File: src/rtl/multicycle_controller.sv
// Control FSM for a shared-memory, shared-ALU multicycle RISC-V style datapath.
// Outputs are decoded from the current state (plus Zero / mem_ready), never registered.
module multicycle_controller #(
  parameter int STATE_W = 4
) (
  input  logic               clk,
  input  logic               rst,
  input  logic [6:0]         Op,
  input  logic               Zero,
  input  logic               mem_ready,
  output logic               mem_req,
  output logic               PCWrite,
  output logic               AdrSrc,
  output logic               MemWrite,
  output logic               IRWrite,
  output logic               RegWrite,
  output logic [1:0]         ResultSrc,
  output logic [1:0]         ALUSrcA,
  output logic [1:0]         ALUSrcB,
  output logic [1:0]         ALUOp,
  output logic [1:0]         ImmSrc,
  output logic               retire_o,
  output logic               illegal_o,
  output logic [STATE_W-1:0] state_o
);

  localparam logic [6:0] OP_LW   = 7'b0000011;
  localparam logic [6:0] OP_SW   = 7'b0100011;
  localparam logic [6:0] OP_R    = 7'b0110011;
  localparam logic [6:0] OP_I    = 7'b0010011;
  localparam logic [6:0] OP_BEQ  = 7'b1100011;

  typedef enum logic [STATE_W-1:0] {
    S_FETCH    = STATE_W'(0),
    S_DECODE   = STATE_W'(1),
    S_MEMADR   = STATE_W'(2),
    S_MEMREAD  = STATE_W'(3),
    S_MEMWB    = STATE_W'(4),
    S_MEMWRITE = STATE_W'(5),
    S_EXECR    = STATE_W'(6),
    S_ALUWB    = STATE_W'(7),
    S_EXECI    = STATE_W'(8),
    S_BEQ      = STATE_W'(9),
    S_ILLEGAL  = STATE_W'(10)
  } state_t;

  state_t state_q, state_d;

  always_ff @(posedge clk or negedge rst) begin
    if (!rst) state_q <= S_FETCH;
    else      state_q <= state_d;
  end

  always_comb begin
    state_d   = state_q;
    mem_req   = 1'b0;
    PCWrite   = 1'b0;
    AdrSrc    = 1'b0;
    MemWrite  = 1'b0;
    IRWrite   = 1'b0;
    RegWrite  = 1'b0;
    ResultSrc = 2'b00;
    ALUSrcA   = 2'b00;
    ALUSrcB   = 2'b00;
    ALUOp     = 2'b00;
    retire_o  = 1'b0;
    illegal_o = 1'b0;
    case (state_q)
      S_FETCH: begin
        mem_req   = 1'b1;
        ALUSrcB   = 2'b10;
        ResultSrc = 2'b10;
        IRWrite   = mem_ready;
        PCWrite   = mem_ready;
        if (mem_ready) state_d = S_DECODE;
      end
      S_DECODE: begin
        ALUSrcA = 2'b01;
        ALUSrcB = 2'b01;
        case (Op)
          OP_LW, OP_SW: state_d = S_MEMADR;
          OP_R:         state_d = S_EXECR;
          OP_I:         state_d = S_EXECI;
          OP_BEQ:       state_d = S_BEQ;
          default:      state_d = S_ILLEGAL;
        endcase
      end
      S_MEMADR: begin
        ALUSrcA = 2'b10;
        ALUSrcB = 2'b01;
        state_d = (Op == OP_LW) ? S_MEMREAD : S_MEMWRITE;
      end
      S_MEMREAD: begin
        mem_req = 1'b1;
        AdrSrc  = 1'b1;
        if (mem_ready) state_d = S_MEMWB;
      end
      S_MEMWB: begin
        ResultSrc = 2'b01;
        RegWrite  = 1'b1;
        retire_o  = 1'b1;
        state_d   = S_FETCH;
      end
      S_MEMWRITE: begin
        mem_req  = 1'b1;
        AdrSrc   = 1'b1;
        MemWrite = 1'b1;
        retire_o = mem_ready;
        if (mem_ready) state_d = S_FETCH;
      end
      S_EXECR: begin
        ALUSrcA = 2'b10;
        ALUOp   = 2'b10;
        state_d = S_ALUWB;
      end
      S_EXECI: begin
        ALUSrcA = 2'b10;
        ALUSrcB = 2'b01;
        ALUOp   = 2'b10;
        state_d = S_ALUWB;
      end
      S_ALUWB: begin
        RegWrite = 1'b1;
        retire_o = 1'b1;
        state_d  = S_FETCH;
      end
      S_BEQ: begin
        ALUSrcA  = 2'b10;
        ALUOp    = 2'b01;
        PCWrite  = Zero;
        retire_o = 1'b1;
        state_d  = S_FETCH;
      end
      // Absorbing: only reset leaves, so the flag stays sticky.
      S_ILLEGAL: illegal_o = 1'b1;
      default:   state_d   = S_FETCH;
    endcase
    // Async reset already forces FETCH; also mask its strobes while rst is held low.
    if (!rst) begin
      mem_req  = 1'b0;
      PCWrite  = 1'b0;
      IRWrite  = 1'b0;
      MemWrite = 1'b0;
      RegWrite = 1'b0;
      retire_o = 1'b0;
    end
  end

  always_comb begin
    ImmSrc = 2'b00;
    if (Op == OP_SW)       ImmSrc = 2'b01;
    else if (Op == OP_BEQ) ImmSrc = 2'b10;
  end

  assign state_o = state_q;

endmodule

File: config.mk
export PLATFORM = sky130hd
export DESIGN_NAME = multicycle_controller
export DESIGN_NICKNAME = d
export VERILOG_FILES = /design/src/rtl/multicycle_controller.sv
export SDC_FILE = /design/constraint.sdc
export NUM_CORES = 1
export LEC_CHECK = 0
export CAP_MARGIN = 20
export CELL_PAD_IN_SITES_DETAIL_PLACEMENT = 1
export CELL_PAD_IN_SITES_GLOBAL_PLACEMENT = 1
export CORE_MARGIN = 2
export CORE_UTILIZATION = 25
export DETAILED_ROUTE_END_ITERATION = 7
export DONT_BUFFER_PORTS = 1
export PLACE_DENSITY_LB_ADDON = 0.1
export SYNTH_ARGS = -nofsm -noshare
export SYNTH_HDL_FRONTEND = slang
export SYNTH_SLANG_ARGS = --single-unit
File: constraint.sdc
create_clock -name clk -period 2.3 [get_ports clk]
set_input_delay 0.46 -clock clk [delete_from_list [all_inputs] [get_ports clk]]
set_output_delay 0.46 -clock clk [all_outputs]
set_load 0.02 [all_outputs]
==> flow_summary.ini <==
[run_status]
status = finished, final reports clean

[clock_network]
cts_resized = 0
ctsHtreeMaxLevel = 1
path_clk_slew_ps = 40
cts_tree = yes
cts_made_buffers = 3
post-cts-setup-buffer-count = 0
cts_hold_buf = 1
numClockSinks = 4
worstSkewPairLatency_ps = 240
cts.path.max_buffers = 2
clock-root-buffer = clkbuf_4

[timing]
rsz0062_at_grt = no
finalMaxSlewViolations = 0
setup_violations = 0
fin_ws_ps = 158.1
tns_ps = 0
worstMarginPinSlew_ps = 540.6
finalCriticalPeriod_ps = 2142
hold_slack_ps = 436.9
clock.fmax_mhz = 466.9
finalHoldViolCount = 0
relSlewSlack_pct = 63.96
fin_crit_sh_pct = 93.13
final.setup_skew_ps = 6.700

[cells_and_area]
drive_gt1_share_pct = 29.29
largest_register_ffs = 4
fin_area_sq_um = 794.5
syn2layout_area_growth_pct = 24.75
antenna_cells = 0
fin_cells = 129
nNetsFinal = 112

[yosys]
netlist_instances = 83
ys_types = 39
synth.top_cells.by_area = dfrtp_1 16%, nor4b_4 7.5%, nor2_1 6.5%, buf_6 5.3%, nand2b_4 4.3%
ys_seq_area_share_pct = 15.72
syn_nets = 94
yosysWarnings = 0
synth_top_area_share_pct = 15.72
ys_ff_latch = 4
avgSynthCellArea_sq_um = 7.673
synthArstFlopShare_pct = 100.0
synth_edf_count = 0
synth_ff_type = dfrtp_1
synth.cell_area_sq_um = 636.9
synth_area_leader_cell = dfrtp_1

[worst_setup_path]
crit_slowest_cell = dfrtp_1
max_stage_delay_ps = 580
path_max_fanout = 9
crit_chain = inv_1 > nor3_1 > a21oi_1 > o21ai_0 > and2_1
crit_type = flip-flop to output pin
worstPathArrival_ps = 1680
crit_family = flip-flops
worstSetupStartpointType = flip-flop
crit_required_ps = 1840
path_buf_inv = 1
crit_path_end_kind = output pin

[detailed_routing]
drtPass1Iterations = 4
vias_per_cell = 5.395
ant_nets = 0
drt-total-wl_microns = 2025
drc = 0
wl_per_cell_microns = 15.70
vias = 696
drt-initial-drc-count = 7

[floorplan]
fp.dieH_microns = 54.47
core_area_sq_mm = 0.002455
io_pins = 33
num_rows = 18
dieArea_sq_mm = 0.002967
die_width_microns = 54.47
initial_core_util_pct = 25.94

[job]
cap_violations = 0

[grt]
busiest_layer = met2
grt_antenna_before_repair = 0
grt_max_degree = 19
grt_pass1_vias = 672
met3_usage_pct = 2.732
grt_pass1_wl_microns = 3277
grtUsageTotal_pct = 15.33
overflow = 0
grt_use_met1_pct = 19.21
use_met2_pct = 25.70

[placement]
place_inst = 125
placed_area_sq_um = 762.0
hpwl_microns = 1577
gp_congestion = 0.7338
placement.io_buffers = 0
place_ws_ps = 412.9

[hold_path]
worstHoldPathType = input port to flip-flop

[power]
p_per_area_mw_per_mm2 = 1457
worst_ir_drop_vdd_v = 0.0004180
p_leak_uw = 0.0003251
-- layout make-up --
type,instances,area (sq um)
clock buffer,3,22.52
timing repair buffer,20,152.6
tap,30,37.54
multi-input combinational,69,470.5
fill,316,1660
inverter,3,11.26
sequential,4,100.1
-- per-layer routing --
metal / vias up / part of all wire (%) / routed length [microns]
met3: 2 / 7.3 / 147
li1: 337 / - / -
met5: - / 0 / 0
met4: 0 / 0.49 / 10
met2: 24 / 49 / 986
met1: 333 / 44 / 881
-- kinds of logic after synthesis --
kind of cell | Yosys count | synth area share, %
simple gates | 44 | 47.35
compound gates | 22 | 22.20
buf+inv | 10 | 10.41
flops | 4 | 15.72
xor+xnor | 2 | 2.751
mux | 1 | 1.572
-- worst register-to-register path: stages (launching register included) --
cell and delay, ps:
dfrtp_1 530, buf_4 260, nor4b_4 310, or4b_1 470, o2111ai_1 80
-- final timing paths --
check,startpoint,to,slack (ps),cells after the start
worst max-delay path,state_o[3],retire_o,160,5
worst min-delay path,Op[4],state_o[1],440,2
worst max register to register,state_o[2],state_o[1],560,4
worst min register to register,state_o[3],state_o[3],920,3
max in group asynchronous,rst,state_o[2],1600,1
min in group asynchronous,rst,state_o[0],500,1
-- through the flow --
stage,total power [uW],util [%]
after global placement,1082,31.04
after CTS,1167,32.36
after global routing,1263,32.36
after detailed placement,1069,31.04
final,1157,32.36
after floorplan,834.1,-
-- power breakdown --
| group | internal [uW] | leakage, uW | switching (uW) | total, uW |
|---|---|---|---|---|
| logic | 362 | 0.000260 | 486 | 848 |
| registers | 100 | 0.0000508 | 118 | 218 |
| clock network | 58.6 | 0.0000138 | 32.6 | 91.2 |
-- placed cells by master, fill, tap and decap left out, types with 4 or more instances in the layout --
| master | instances |
|---|---|
| a21oi_1 | 5 |
| dfrtp_1 | 4 |
| nor2_1 | 11 |
| o21ai_0 | 4 |
| buf_4 | 19 |
| nand2_1 | 6 |
-- cell usage after synthesis (all sizes together) (2+ instances only) --
cell,instances
nor2,11
buf,6
nand2,6
o21ai,6
a21oi,5
dfrtp,4
nor4,4
inv,3
nand2b,3
nor2b,3
nor3,3
nor3b,3
nor4b,3
a21boi,2
o2111ai,2
o21a,2
xnor2,2
No activity file was read; power rests on OpenSTA's default activity.
